File: config.mk
export PLATFORM = sky130hd
export DESIGN_NAME = ram_arbiter
export DESIGN_NICKNAME = d
export VERILOG_FILES = /design/src/rtl/ram_arbiter.sv
export SDC_FILE = /design/constraint.sdc
export NUM_CORES = 1
export LEC_CHECK = 0
export ABC_AREA = 1
export BUFFER_PORTS_ARGS = -buffer_cell sky130_fd_sc_hd__buf_2
export CAP_MARGIN = 20
export CORE_UTILIZATION = 46
export CTS_CLUSTER_SIZE = 24
export DETAILED_ROUTE_END_ITERATION = 10
export PLACE_DENSITY = 0.82
export SLEW_MARGIN = 20
export SYNTH_ARGS = -nofsm -noshare
export SYNTH_HDL_FRONTEND = slang
export SYNTH_SLANG_ARGS = --single-unit
File: constraint.sdc
create_clock -name clk -period 2.1 [get_ports clk]
set_input_delay 0.42 -clock clk [delete_from_list [all_inputs] [get_ports clk]]
set_output_delay 0.42 -clock clk [all_outputs]
set_load 0.01 [all_outputs]
File: src/rtl/ram_arbiter.sv
// ram_arbiter
//   Shares one single-ported RAM between a CPU and a display/debug reader.
//   The CPU has priority. A display read is served as soon as the CPU leaves
//   a cycle free. If the CPU keeps the port busy for STARVE_LIMIT cycles in a
//   row, the CPU is stalled for one cycle so that the display read goes through.
//
// Ports
//   clk, rst        : clock, synchronous active-high reset
//   cpu_*           : CPU access (req, rw, type, sel, addr, wdata) ; cpu_rdata, cpu_stall
//   dsp_req/addr    : display read request (level) and word address
//   dsp_gnt         : display owns the RAM port this cycle
//   dsp_valid       : one-cycle pulse when dsp_rdata has been updated
//   dsp_rdata       : captured display read data
//   stall_count     : saturating count of forced CPU stall cycles
//   ram_*           : RAM port (combinational read data on ram_data_out)
module ram_arbiter #(
  parameter int ADDR_BITS    = 12,
  parameter int STARVE_LIMIT = 8
) (
  input  logic                 clk,
  input  logic                 rst,
  input  logic                 cpu_req,
  input  logic                 cpu_rw,
  input  logic                 cpu_type,
  input  logic [3:0]           cpu_sel,
  input  logic [ADDR_BITS-3:0] cpu_addr,
  input  logic [31:0]          cpu_wdata,
  output logic [31:0]          cpu_rdata,
  output logic                 cpu_stall,
  input  logic                 dsp_req,
  input  logic [ADDR_BITS-3:0] dsp_addr,
  output logic                 dsp_gnt,
  output logic                 dsp_valid,
  output logic [31:0]          dsp_rdata,
  output logic [31:0]          stall_count,
  output logic                 ram_rw,
  output logic                 ram_type,
  output logic [3:0]           ram_sel,
  output logic [ADDR_BITS-3:0] ram_addr,
  output logic [31:0]          ram_data_in,
  input  logic [31:0]          ram_data_out
);

  localparam int CW = $clog2(STARVE_LIMIT) + 1;
  localparam logic [CW-1:0] WAIT_LAST = CW'(STARVE_LIMIT - 1);

  typedef enum logic [1:0] {IDLE, WAIT, FORCE, DONE} state_t;

  state_t                 state, state_d;
  logic [CW-1:0]          wait_cnt;
  logic [ADDR_BITS-3:0]   pend_addr;
  logic [31:0]            rdata_q;
  logic [31:0]            stall_cnt_q;
  logic                   grant, force_stall, done;

  function automatic logic [31:0] sat_inc(input logic [31:0] v);
    return (v == 32'hFFFF_FFFF) ? v : v + 32'd1;
  endfunction

  // Next state and arbitration decision. Outputs are masked during reset so
  // a request in flight never shows a grant or a stall while rst is high.
  always_comb begin
    state_d     = state;
    grant       = 1'b0;
    force_stall = 1'b0;
    done        = 1'b0;
    case (state)
      IDLE: if (dsp_req) state_d = WAIT;
      WAIT: begin
        if (!cpu_req) begin
          grant   = 1'b1;
          state_d = DONE;
        end else if (wait_cnt == WAIT_LAST) begin
          state_d = FORCE;
        end
      end
      FORCE: begin
        grant       = 1'b1;
        force_stall = 1'b1;
        state_d     = DONE;
      end
      DONE: begin
        done    = 1'b1;
        state_d = IDLE;
      end
      default: state_d = IDLE;
    endcase
    if (rst) begin
      grant       = 1'b0;
      force_stall = 1'b0;
      done        = 1'b0;
    end
  end

  always_ff @(posedge clk) begin
    if (rst) begin
      state       <= IDLE;
      wait_cnt    <= '0;
      pend_addr   <= '0;
      rdata_q     <= '0;
      stall_cnt_q <= '0;
    end else begin
      state <= state_d;
      if (state == IDLE && dsp_req) begin
        pend_addr <= dsp_addr;
        wait_cnt  <= '0;
      end
      if (state == WAIT && cpu_req) wait_cnt <= wait_cnt + CW'(1);
      if (grant) rdata_q <= ram_data_out;
      if (force_stall) stall_cnt_q <= sat_inc(stall_cnt_q);
    end
  end

  // RAM port mux: the CPU drives the port combinationally unless the display
  // holds the grant, in which case a plain full-word read is issued.
  always_comb begin
    ram_rw      = cpu_req & cpu_rw;
    ram_type    = cpu_type;
    ram_sel     = cpu_sel;
    ram_addr    = cpu_addr;
    ram_data_in = cpu_wdata;
    if (grant) begin
      ram_rw      = 1'b0;
      ram_type    = 1'b0;
      ram_sel     = 4'hF;
      ram_addr    = pend_addr;
      ram_data_in = '0;
    end
  end

  assign cpu_rdata   = ram_data_out;
  assign cpu_stall   = force_stall;
  assign dsp_gnt     = grant;
  assign dsp_valid   = done;
  assign dsp_rdata   = rdata_q;
  assign stall_count = stall_cnt_q;

endmodule
Word level (Yosys, flattened, before mapping)
Cells that the tools add are included.

operators by class
  $add $sub $neg = 2
  equality and inequality tests = 7
  multiplexer cells = 18
  bitwise gates (word level) = 2
  reductions and logical operators = 6

operator list
  kind                   count
  $add 32x1->32 const B  1
  $eq 32x32->1 const B   1
  $mux 32                1
  $mux 4                 3
  $mux 10                1
  $mux 1                 8
  $pmux 2 s4             1
  $mux 2                 3
  $add 4x1->4 const B    1
  $eq 2x2->1 const B     2
  $eq 4x3->1 const B     1
  $reduce_and 2->1       2
  $ne 3x3->1 const B     1
  $eq 2x1->1 const B     1
  $logic_and 1x1->1      2
  $logic_not 2->1        1
  $ne 2x2->1 const B     1
  $pmux 1 s2             1
  $reduce_bool 2->1      1
  $and 1x1->1            1
  $not 1->1              1

word-level totals
  register bits after elaboration = 80
  bits of input ports = 94
  output and inout port bits = 147
  word-level logic and storage cells = 40

Logic depth before layout (Yosys ltp)
Gate-level depths: netlist (run 1).

  depth after elaboration = 4
  gate-level depth with buffers = 12
  depth with buffers taken out = 12

Worst setup path before layout (run 1)
OpenSTA, ideal clock, no wires.

  path type = register to output
  start = register state[0]
  end = output ram_addr[0]
  arrival = 1523 ps
  required time = 1680 ps
  path slack = 157 ps
  cell stages (with the launch flop) = 10
  path buffers = 1
  path through = dfxtp_1 -> inv_1 -> ha_1 -> inv_1 -> nor2_1 -> nand2_1 -> inv_1 -> buf_2 -> nand2_1 -> nand2_1

on the way
  longest elaborated chain between the ends = 4
  elaborated cells between the ends (all ways) = 5
  classes of those cells = eq/ne (2); mux (3)

ends and longest elaborated chain
  item                                      RTL line  source
  start, declared                           49        state_t state, state_d;
  start signal, assigned                    103       state <= state_d;
  $eq 2x2->1 or $eq 2x1->1 (tied branches)  67        case (state)
  $pmux 1 s2 *                              67
  $mux 1 *                                  88        if (rst) begin
  net dsp_gnt                               32        output logic dsp_gnt,
  $mux 10 *                                 122       if (grant) begin
  end, declared                             39        output logic [ADDR_BITS-3:0] ram_addr,

The timed path passes the listed nets; every way through them passes the cells marked *.

Worst setup path in the final report (run 1)
  start = register state[0]
  end = output ram_sel[2]

on the way
  longest elaborated chain between the ends = 4
  elaborated cells between the ends (all ways) = 5
  classes of those cells = eq/ne (2); mux (3)

ends and longest elaborated chain
  item                                      RTL line  source
  $eq 2x2->1 or $eq 2x1->1 (tied branches)  67
  $pmux 1 s2 *                              67
  $mux 1 *                                  88
  $mux 4 *                                  122
  end, declared                             38        output logic [3:0] ram_sel,

Every way passes the cells marked *; elsewhere a longest branch is shown, timed or not.

==> results.txt, run 1 <==
Post-Syn Area - 0.00455 mm2
clock network latency to the later pin of the worst-skew pair - 0.35 ns
commonest cells in the synthesized netlist - sky130_fd_sc_hd__nand2_1 (194), sky130_fd_sc_hd__nor2_1 (149), sky130_fd_sc_hd__dfxtp_1 (80), sky130_fd_sc_hd__inv_1 (70), sky130_fd_sc_hd__o21ai_0 (52)
Ys Warns - 0
starting density of the core - 48.3%
final estimated routing congestion in global placement - 0.931
average footprint of a synthesized cell - 6.46 um2
cell accounting for the most synthesized area - sky130_fd_sc_hd__dfxtp_1
die area - 0.0103 mm2
relative slew slack - 72.0%
worst-case clock buffer depth - 2
post-DR wirelength/cell - 13.5 um
least setup slack across all paths after layout - -0.199 ns
type of the tightest min-delay check - input pin to flip-flop
number of violations of the max-capacitance limit - 0
average via count per standard cell - 4.73
hold violation total from the final report - 0
portion of total power attributed to combinational logic - 40.2%
transition time at the pin with the least slew margin - 0.416 ns
final slew viol count - 0
area of the core - 0.00942 mm2
initial detailed-routing violation count - 201
input/output buffers - 240
H-tree level count - 3
count of antenna-violating nets left after detailed routing - 0
path type of the worst setup path - flip-flop to output port
maximum number of pins on one net before global-route repair - 34
cell types with the largest area share after synthesis - sky130_fd_sc_hd__dfxtp_1 (35%), sky130_fd_sc_hd__nand2_1 (16%), sky130_fd_sc_hd__nor2_1 (12%), sky130_fd_sc_hd__inv_1 (5.8%), sky130_fd_sc_hd__o21ai_0 (5.7%)
Remaining Overflow, GRT - 0
clock-pin slew on the worst setup and hold paths - 0.08 ns
Setup crit end kind - output port
area share of the leading cell type in the synthesized netlist - 35.2%
clock tree from TritonCTS - done
switching power - 2150 uW
top fanout value on the critical path - 8
total number of placement rows - 35
violations in the final reports - setup timing
Detailed Route WL - 14300 um
final worst path period share - 109%
Worst VDD drop - 672 uV
die extent in y - 101 um
required time worst endpoint - 1.68 ns
number of nets in the finished design - 1028
fill cell total of the finished layout - 814
portion of total power attributed to the clock network - 23.9%
Die X - 101 um
filler-free cell count of the finished design - 1062
status - complete, but fails checks
share of the yosys chip area belonging to registers - 35.2%
switching portion of total power - 36.7%
iteration count of the initial detailed-routing pass - 4
power per cell area - 912 mW/mm2
setup clock skew after layout - 0.0120 ns
global-route wire length before repair - 21700 um
antenna violations before repair - 1
P_leak - 0.00340 uW
number of sinks driven by the clock tree - 80
Final setup viols - 50
flip-flop and latch count after synthesis - 80
clock period minus final worst setup slack - 2.30 ns
Internal Power - 3720 uW
number of enable-type register cells in the synthesized netlist - 0
hold_buf cts - 0
growth of design area from synthesis to finish - 41.6%
count leader, synth - sky130_fd_sc_hd__nand2_1
Max Clock Freq - 0.435 GHz
RSZ-0062 raised after global routing - yes
count of mapped cells out of synthesis - 704
number of placed instances with taps included - 1032
post-synthesis async set-or-reset flop share - 0%
number of distinct standard cells referenced by the synthesized netlist - 32
vias in the first global route - 4570
total negative slack for setup checks - -7.28 ns
I/O pins - 241
primary flip-flop cell chosen by synthesis mapping - sky130_fd_sc_hd__dfxtp_1
Detailed Place HPWL - 10100 um
fraction of layout cells with a size suffix above 1 - 39.4%
startpoint type of the worst setup path - flip-flop
power share of the sequential group - 35.9%
Syn Nets - 805
arrival time at the worst endpoint - 1.88 ns
DRC errors left - 0
total track usage - 27.4%
via count - 5019
Root Driver - sky130_fd_sc_hd__clkbuf_8
total CTS buffers - 9
==> per-layer routing <==
layer  global-route usage [%]  vias up  part of all wire, %
li1                         -     2565                    -
met1                     32.2     2241                   42
met2                     47.9      179                   49
met3                     5.24       34                  6.1
met4                     13.7        0                  3.3
met5                        0        -                    0
==> path summary, 6_finish.rpt <==
| check | startpoint | endpoint | slack, ns | cells past startpoint |
|---|---|---|---|---|
| min reg2reg | wait_cnt[0]$_SDFFE_PP0P_ | wait_cnt[0]$_SDFFE_PP0P_ | 0.49 | 1 |
| max reg2reg | state[1]$_SDFFE_PP0P_ | dsp_rdata[19]$_SDFFE_PP0P_ | 0.09 | 11 |
| max | state[0]$_SDFFE_PP0P_ | ram_sel[2] | -0.20 | 8 |
| min | ram_data_out[18] | dsp_rdata[18]$_SDFFE_PP0P_ | 0.31 | 3 |
==> worst max-delay path, cell delays in order (launching register included) <==
cell and delay, ns:
sky130_fd_sc_hd__dfxtp_4 0.37, sky130_fd_sc_hd__buf_6 0.12, sky130_fd_sc_hd__ha_4 0.16, sky130_fd_sc_hd__a21oi_4 0.17, sky130_fd_sc_hd__nor2_4 0.07, sky130_fd_sc_hd__nand2_8 0.16
sky130_fd_sc_hd__clkinv_8 0.09, sky130_fd_sc_hd__or2_4 0.26, sky130_fd_sc_hd__buf_6 0.12
==> sequential cells by signal (all words and copies together) (netlist names) <==
name / count
dsp_rdata: 32
stall_count: 32
pend_addr: 10
wait_cnt: 4
state: 2
==> per-stage QoR <==
| step | worst slack [ns] | power, uW | hold slack (ns) | util [%] | instance area (um2) |
|---|---|---|---|---|---|
| after detailed placement | -0.0376 | 3990 | 0.473 | 60.5 | 5700 |
| after floorplan | 0.157 | 3200 | 0.437 | - | 4550 |
| final | -0.199 | 5870 | 0.306 | 68.4 | 6440 |
| after global routing | -0.281 | 6270 | 0.297 | 68.4 | 6440 |
| after global placement | 0.0334 | 3960 | 0.459 | 60.5 | 5700 |
| after CTS | -0.125 | 5710 | 0.298 | 66.6 | 6270 |
==> timing repair <==
action                                  CTS  global route
endpoints found under the setup margin   49            49
gates cloned                              4             0
gates resized for setup                  61            40
pin swaps                                 8            11
setup buffers                             5             5
==> power groups by stage <==
stage	sequential (uW)	clock, uW	combinational (uW)
2_1_floorplan	2220	0	979
3_5_place_dp	2110	0	1880
3_3_place_gp	2100	0	1860
5_1_grt	2150	1510	2610
4_1_cts	2100	1420	2180
6_report	2110	1400	2360
==> placed cells by master (no fill, tap or decap), types with 12 or more instances in the layout <==
cell type                 Yosys  routed
sky130_fd_sc_hd__a21oi_1     13      12
sky130_fd_sc_hd__nand2_1    194     171
sky130_fd_sc_hd__buf_2        9     221
sky130_fd_sc_hd__dfxtp_1     80      78
sky130_fd_sc_hd__buf_6        1      22
sky130_fd_sc_hd__nand2_2      7      22
sky130_fd_sc_hd__nand3_1     14      13
sky130_fd_sc_hd__inv_1       70      55
sky130_fd_sc_hd__nor2_1     149     148
sky130_fd_sc_hd__o21ai_0     52      52
sky130_fd_sc_hd__a21oi_2     12      12
sky130_fd_sc_hd__inv_2        2      13
sky130_fd_sc_hd__buf_4       32      23
==> kinds of logic after synthesis <==
family	Yosys count	synth area share, %
buffers and inverters	131	14.1
AOI/OAI and AO/OA	81	10.0
DFF	80	35.2
xor gates and xnor gates	16	3.08
adders and majority gates	7	1.93
and+or+nand+nor	389	35.7
==> cell type report <==
| type | count | area (um2) | area share [%] |
|---|---|---|---|
| timing repair inverter | 1 | 11.3 | 0.175 |
| sequential | 80 | 1610 | 25.0 |
| antenna | 1 | 2.50 | 0.0389 |
| tap | 129 | 161 | 2.51 |
| multi-input combinational | 493 | 2490 | 38.7 |
| clock inverter | 6 | 115 | 1.79 |
| timing repair buffer | 270 | 1630 | 25.3 |
| inverter | 72 | 294 | 4.56 |
| clock buffer | 10 | 128 | 1.98 |
No activity file was read; power rests on OpenSTA's default activity.
==> run 2: changes to the inputs <==
--- a/config.mk
+++ b/config.mk
@@ -11,7 +11,8 @@
 export CORE_UTILIZATION = 46
 export CTS_CLUSTER_SIZE = 24
 export DETAILED_ROUTE_END_ITERATION = 10
-export PLACE_DENSITY = 0.82
+export PLACE_DENSITY_LB_ADDON = 0.05
+export SETUP_SLACK_MARGIN = 0.5
 export SLEW_MARGIN = 20
 export SYNTH_ARGS = -nofsm -noshare
 export SYNTH_HDL_FRONTEND = slang
==> run 2 against run 1 <==
The flow still finishes with violations (setup timing). Largest cell class unchanged. Non-clock buffer count rose by 18. Sequential share of layout area fell by 2.1 points. Cell count rose by 2.1%. Fmax rose by 3.0%. Critical path depth rose by 2. Critical endpoint is now ram_data_in[4]. Combinational power rose by 23%. Setup slack improved by 0.068 ns. Global-route usage rose by 0.80 points. Sequential power rose by 2%.
==> results.txt, run 2 (synthesis gave the netlist of run 1 again) <==
relative slew slack - 74.6% (+2.7 points)
fill cell total of the finished layout - 731 (-10%)
Detailed Route WL - 15400 um (+7.5%)
final worst path period share - 106% (-3.2 points)
number of violations of the max-capacitance limit - 0 (unchanged)
RSZ-0062 raised after global routing - yes
count of antenna-violating nets left after detailed routing - 0 (unchanged)
growth of design area from synthesis to finish - 57.6%
final estimated routing congestion in global placement - 0.874 (-6.1%)
Setup crit end kind - output port
clock period minus final worst setup slack - 2.23 ns (-0.0677 ns)
antenna violations before repair - 2 (+1)
most frequent cells in the layout - sky130_fd_sc_hd__buf_2 (218), sky130_fd_sc_hd__nand2_1 (148), sky130_fd_sc_hd__nor2_1 (110)
setup clock skew after layout - 0.00967 ns (-0.00234 ns)
worst-case clock buffer depth - 2 (unchanged)
number of placed instances with taps included - 1026 (-0.58%)
maximum number of pins on one net before global-route repair - 38 (+12%)
transition time at the pin with the least slew margin - 0.380 ns (-0.0356 ns)
area of the core - 0.00942 mm2 (unchanged)
arrival time at the worst endpoint - 1.81 ns (-0.07 ns)
startpoint of the lowest-slack register-to-register path - state[0]$_SDFFE_PP0P_
total power consumption of the routed design - 6330 uW (+7.8%)
total track usage - 28.2% (+0.80 points)
die area - 0.0103 mm2 (unchanged)
Die X - 101 um (unchanged)
filler-free cell count of the finished design - 1084 (+2.1%)
H-tree level count - 3 (unchanged)
Final setup viols - 47 (-6.0%)
path type of the worst setup path - flip-flop to output port
worst hold stages - 3 (unchanged)
die extent in y - 101 um (unchanged)
hold_buf cts - 0 (unchanged)
least setup slack across all paths after layout - -0.132 ns (+0.0677 ns)
P_leak - 0.00365 uW (+7.3%)
startpoint type of the worst setup path - flip-flop
status - complete, but fails checks
starting density of the core - 48.3% (unchanged)
average via count per standard cell - 4.88 (+3.4%)
worst hold path startpoint - ram_data_out[25]
setup slack on the worst flop-to-flop path - 0.23 ns (+0.14 ns)
post-DR wirelength/cell - 14.2 um (+5.3%)
total CTS buffers - 9 (unchanged)
worst reg-to-reg path cell count - 12 (+1)
Worst VDD drop - 738 uV (+9.7%)
capturing point of the worst reg2reg path - dsp_rdata[8]$_SDFFE_PP0P_
top fanout value on the critical path - 8 (unchanged)
via count - 5295 (+5.5%)
clock-pin slew on the worst setup and hold paths - 0.09 ns (about the same)
final slew viol count - 0 (unchanged)
commonest non-fill, non-tap cell in the layout - sky130_fd_sc_hd__buf_2
fraction of layout cells with a size suffix above 1 - 55.7% (+16 points)
Remaining Overflow, GRT - 0 (unchanged)
total number of placement rows - 35 (unchanged)
global-route wire length before repair - 22400 um (+3.2%)
Root Driver - sky130_fd_sc_hd__clkbuf_8
Worst Hold End - dsp_rdata[25]$_SDFFE_PP0P_
clock network latency to the later pin of the worst-skew pair - 0.35 ns (about the same)
Detailed Place HPWL - 10400 um (+3.0%)
hold violation total from the final report - 0 (unchanged)
type of the tightest min-delay check - input pin to flip-flop
required time worst endpoint - 1.68 ns (about the same)
power per cell area - 883 mW/mm2 (-3.2%)
iteration count of the initial detailed-routing pass - 4 (unchanged)
DRC errors left - 0 (unchanged)
number of nets in the finished design - 1049 (+2.0%)
number of sinks driven by the clock tree - 80 (unchanged)
I/O pins - 241 (unchanged)
input/output buffers - 240 (unchanged)
vias in the first global route - 4848 (+6.1%)
violations in the final reports - setup timing
clock tree from TritonCTS - done
Max Clock Freq - 0.448 GHz (+3.0%)
initial detailed-routing violation count - 174 (-13%)
==> run 2: changes by cell type in the layout (fill, tap and decap cells not counted), moves of 12 or more <==
| cell | before | now |
|---|---|---|
| sky130_fd_sc_hd__nor2_1 | 148 | 110 |
| sky130_fd_sc_hd__o21ai_2 | 0 | 27 |
| sky130_fd_sc_hd__nand2_2 | 22 | 45 |
| sky130_fd_sc_hd__o21ai_0 | 52 | 18 |
| sky130_fd_sc_hd__dfxtp_2 | 0 | 18 |
| sky130_fd_sc_hd__nand2_1 | 171 | 148 |
| sky130_fd_sc_hd__nor2_2 | 2 | 34 |
| sky130_fd_sc_hd__dfxtp_1 | 78 | 58 |
| sky130_fd_sc_hd__inv_1 | 55 | 30 |
| sky130_fd_sc_hd__inv_2 | 13 | 37 |
| sky130_fd_sc_hd__buf_6 | 22 | 34 |
==> run 2: layout make-up <==
cell class / count / area [um2] / area share (%)
diodes: 2 / 5.00 / 0.0698
clock buffers: 11 / 131 / 1.83
clock inverters: 5 / 81.3 / 1.13
inverters: 72 / 293 / 4.08
multi-input cells: 497 / 2910 / 40.6
flip-flops and latches: 80 / 1640 / 22.9
well taps: 129 / 161 / 2.25
repair buffers: 288 / 1950 / 27.2
==> run 2: how the worst max path moves through the flow <==
stage | startpoint | endpoint | slack, ns
6_report | state[0]$_SDFFE_PP0P_ | ram_data_in[4] | -0.13
2_1_floorplan | state[0]$_SDFFE_PP0P_ | ram_rw | 0.40
5_1_grt | state[0]$_SDFFE_PP0P_ | ram_data_in[4] | -0.21
4_1_cts | state[1]$_SDFFE_PP0P_ | ram_sel[3] | -0.09
3_5_place_dp | cpu_req | ram_data_in[30] | 0.13
3_3_place_gp | cpu_req | ram_sel[3] | 0.17
==> run 2: timing repair <==
| action | in CTS | in global routing |
|---|---|---|
| setup buffers | 21 | 9 |
| cloned | 7 | 3 |
| gates resized for setup | 126 | 119 |
| pin swaps | 32 | 28 |
| endpoints found under the setup margin | 113 | 114 |
==> run 2: per-stage QoR <==
step	cell area (um2)	setup TNS [ns]	setup WS, ns	hold slack [ns]	utilization, %
2_1_floorplan	4680	0	0.403	0.437	-
3_3_place_gp	5750	0	0.170	0.454	61.1
3_5_place_dp	5750	0	0.130	0.465	61.1
4_1_cts	6590	-2.51	-0.0933	0.295	70.0
5_1_grt	7170	-7.50	-0.208	0.299	76.2
6_report	7170	-2.85	-0.132	0.300	76.2
==> run 2: routing by layer <==
layer,routed length (um),track usage [%]
met5,0,0
met4,661,14.7
met3,1040,5.59
met2,7600,51.0
met1,6080,31.4
==> run 2: power breakdown <==
group | total [uW] | internal [uW] | switching (uW)
sequential | 2160 | 1890 | 273
combinational | 2910 | 1380 | 1530
clock | 1260 | 672 | 586
total | 6330 | 3940 | 2390
==> run 2: critical path: stages (launching register included) <==
cell and delay [ns]:
sky130_fd_sc_hd__dfxtp_4 0.40, sky130_fd_sc_hd__inv_4 0.06, sky130_fd_sc_hd__ha_4 0.26, sky130_fd_sc_hd__inv_2 0.04
sky130_fd_sc_hd__nor2_4 0.10, sky130_fd_sc_hd__nand2_4 0.11, sky130_fd_sc_hd__buf_4 0.15, sky130_fd_sc_hd__buf_6 0.10
sky130_fd_sc_hd__nand2_1 0.08, sky130_fd_sc_hd__inv_2 0.04, sky130_fd_sc_hd__buf_6 0.11
==> run 3: changes to the inputs <==
--- a/config.mk
+++ b/config.mk
@@ -8,7 +8,7 @@
 export ABC_AREA = 1
 export BUFFER_PORTS_ARGS = -buffer_cell sky130_fd_sc_hd__buf_2
 export CAP_MARGIN = 20
-export CORE_UTILIZATION = 46
+export CORE_UTILIZATION = 41
 export CTS_CLUSTER_SIZE = 24
 export DETAILED_ROUTE_END_ITERATION = 10
 export PLACE_DENSITY_LB_ADDON = 0.05
==> constraint.sdc (replaced) <==
create_clock -name clk -period 1.79 [get_ports clk]
set_input_delay 0.358 -clock clk [delete_from_list [all_inputs] [get_ports clk]]
set_output_delay 0.358 -clock clk [all_outputs]
set_load 0.01 [all_outputs]
==> run 3 against run 2 <==
Clock skew increased by 0.0013 ns. Sequential power increased by 14%. Setup slack worse by 0.20 ns. Global-route usage fell by 2.1 points. Via count fell by 0.51%. The run still ends with setup timing left. Total power rose by 16%. Die area grew 12%. Routed wire length increased by 0.21%. Non-clock buffer count increased by 28. Register-to-register slack worse by 0.36 ns. Combinational power grew 16%. Critical endpoint is now ram_addr[6]. Sequential share of layout area is 0.18 points lower.
==> results.txt, run 3 (synthesis gave the netlist of run 1 again) <==
status - complete, but fails checks
violations in the final reports - setup timing
startpoint type of the worst setup path - flip-flop
Die X - 107 um (+5.8%)
required time worst endpoint - 1.43 ns (-0.25 ns)
Max Clock Freq - 0.471 GHz
post-DR wirelength/cell - 13.8 um (-3.0%)
die area - 0.0115 mm2 (+12%)
vias in the first global route - 4894 (+0.95%)
slowest stage cell on the critical path - sky130_fd_sc_hd__dfxtp_4
via count - 5268 (-0.51%)
maximum number of pins on one net before global-route repair - 30 (-21%)
P_leak - 0.00370 uW (+1.4%)
hold violation total from the final report - 0 (unchanged)
I/O pins - 241 (unchanged)
top fanout value on the critical path - 29 (+21)
power per cell area - 992 mW/mm2 (+12%)
die extent in y - 107 um (+5.8%)
Setup crit end kind - output port
final worst path period share - 119%
DRC errors left - 0 (unchanged)
Root Driver - sky130_fd_sc_hd__clkbuf_8
total number of placement rows - 38 (+8.6%)
fill cell total of the finished layout - 952 (+30%)
most frequent cells in the layout - sky130_fd_sc_hd__buf_2 (199), sky130_fd_sc_hd__nand2_1 (155), sky130_fd_sc_hd__nor2_1 (126)
number of nets in the finished design - 1076 (+2.6%)
iteration count of the initial detailed-routing pass - 4 (unchanged)
count of antenna-violating nets left after detailed routing - 0 (unchanged)
antenna violations before repair - 0 (-2)
area of the core - 0.0108 mm2 (+15%)
RSZ-0062 raised after global routing - yes
worst hold stages - 3 (unchanged)
clock-pin slew on the worst setup and hold paths - 0.08 ns (about the same)
H-tree level count - 3 (unchanged)
Detailed Route WL - 15400 um (+0.21%)
relative slew slack - 73.4% (-1.2 points)
final estimated routing congestion in global placement - 0.875 (about the same)
setup clock skew after layout - 0.0109 ns (+0.00126 ns)
average via count per standard cell - 4.70 (-3.7%)
total CTS buffers - 9 (unchanged)
clock period minus final worst setup slack - 2.12 ns
worst reg-to-reg path cell count - 16 (+4)
arrival time at the worst endpoint - 1.76 ns (-0.05 ns)
number of violations of the max-capacitance limit - 0 (unchanged)
worst hold margin - 0.216 ns (-0.0838 ns)
antenna diode count - 0 (-2)
transition time at the pin with the least slew margin - 0.398 ns (+0.0171 ns)
clock network latency to the later pin of the worst-skew pair - 0.36 ns (about the same)
crit-path cells - buf_6 > ha_4 > a21oi_4 > nor2_4 > nand2_4 > buf_12 > nand2_1 > nand2_2 > buf_2
Detailed Place HPWL - 10900 um (+4.4%)
number of sinks driven by the clock tree - 80 (unchanged)
final cell utilization of the core - 68.0% (-8.2 points)
initial detailed-routing violation count - 229 (+32%)
global-route wire length before repair - 23500 um (+4.6%)
worst-case clock buffer depth - 2 (unchanged)
Worst VDD drop - 844 uV (+14%)
input/output buffers - 240 (unchanged)
total track usage - 26.1% (-2.1 points)
area of the multi-input gates - 0.00270 mm2 (-7.3%)
Sequential cell area - 0.00167 mm2 (+2.0%)
final slew viol count - 0 (unchanged)
growth of design area from synthesis to finish - 62.0%
least setup slack across all paths after layout - -0.332 ns (-0.200 ns)
path type of the worst setup path - flip-flop to output port
Final setup viols - 76 (+62%)
biggest cell delay along the critical path - 0.37 ns (-0.03 ns)
total power consumption of the routed design - 7310 uW (+16%)
type of the tightest min-delay check - input pin to flip-flop
commonest non-fill, non-tap cell in the layout - sky130_fd_sc_hd__buf_2
clock tree from TritonCTS - done
starting density of the core - 42.0% (-6.4 points)
fraction of layout cells with a size suffix above 1 - 53.2% (-2.6 points)
Remaining Overflow, GRT - 0 (unchanged)
## run 3: repair_timing
item | in CTS | in global routing
hold buffers | 0 | 0
cloned | 5 | 3
setup buffers | 18 | 11
endpoints found under the hold margin | 0 | 0
pin swaps | 10 | 20
setup endpoints to repair | 144 | 147
gates resized for setup | 107 | 80
## run 3: power by group
part	switching (uW)	total (uW)	internal [uW]
combinational	1740	3380	1640
clock	679	1460	779
sequential	256	2470	2220
total	2680	7310	4630
## run 3: worst paths after layout
check / startpoint / endpoint / slack, ns
worst max register to register: state[1]$_SDFFE_PP0P_ / stall_count[19]$_SDFFE_PP0P_ / -0.13
worst max-delay path: state[1]$_SDFFE_PP0P_ / ram_addr[6] / -0.33
worst min register to register: wait_cnt[3]$_SDFFE_PP0P_ / wait_cnt[3]$_SDFFE_PP0P_ / 0.48
worst min-delay path: ram_data_out[1] / dsp_rdata[1]$_SDFFE_PP0P_ / 0.22
## run 3: critical path: cells and delay by family (launching register included)
kind / cells / cell delay, ns
DFF: 1 / 0.37
AOI/OAI and AO/OA: 1 / 0.15
buffers and inverters: 3 / 0.41
and+or+nand+nor: 4 / 0.32
adders and majority gates: 1 / 0.16
## run 3: area by class of cell
type | instances | share of cell area, %
multi-input combinational | 496 | 36.6
timing repair buffer | 316 | 31.5
sequential | 80 | 22.7
inverter | 72 | 4.01
tap | 140 | 2.38
clock buffer | 10 | 1.73
clock inverter | 6 | 1.14
## run 3: metrics by stage
step / worst slack, ns / instance area [um2] / TNS (ns) / std cells
3_5_place_dp: 0.0170 / 6110 / 0 / 1067
3_3_place_gp: 0.0553 / 6110 / 0 / 1067
2_1_floorplan: 0.155 / 4790 / 0 / 704
4_1_cts: -0.321 / 6970 / -14.42 / 1106
5_1_grt: -0.422 / 7370 / -22.06 / 1120
6_report: -0.332 / 7370 / -16.01 / 1120
## run 3: metal layers
layer | track usage (%) | up-vias | share of wire [%]
met2 | 48.8 | 168 | 52
met3 | 5.27 | 13 | 6.1
li1 | - | 2666 | -
met4 | 7.93 | 0 | 1.1
met5 | 0 | - | 0
met1 | 29.5 | 2421 | 40
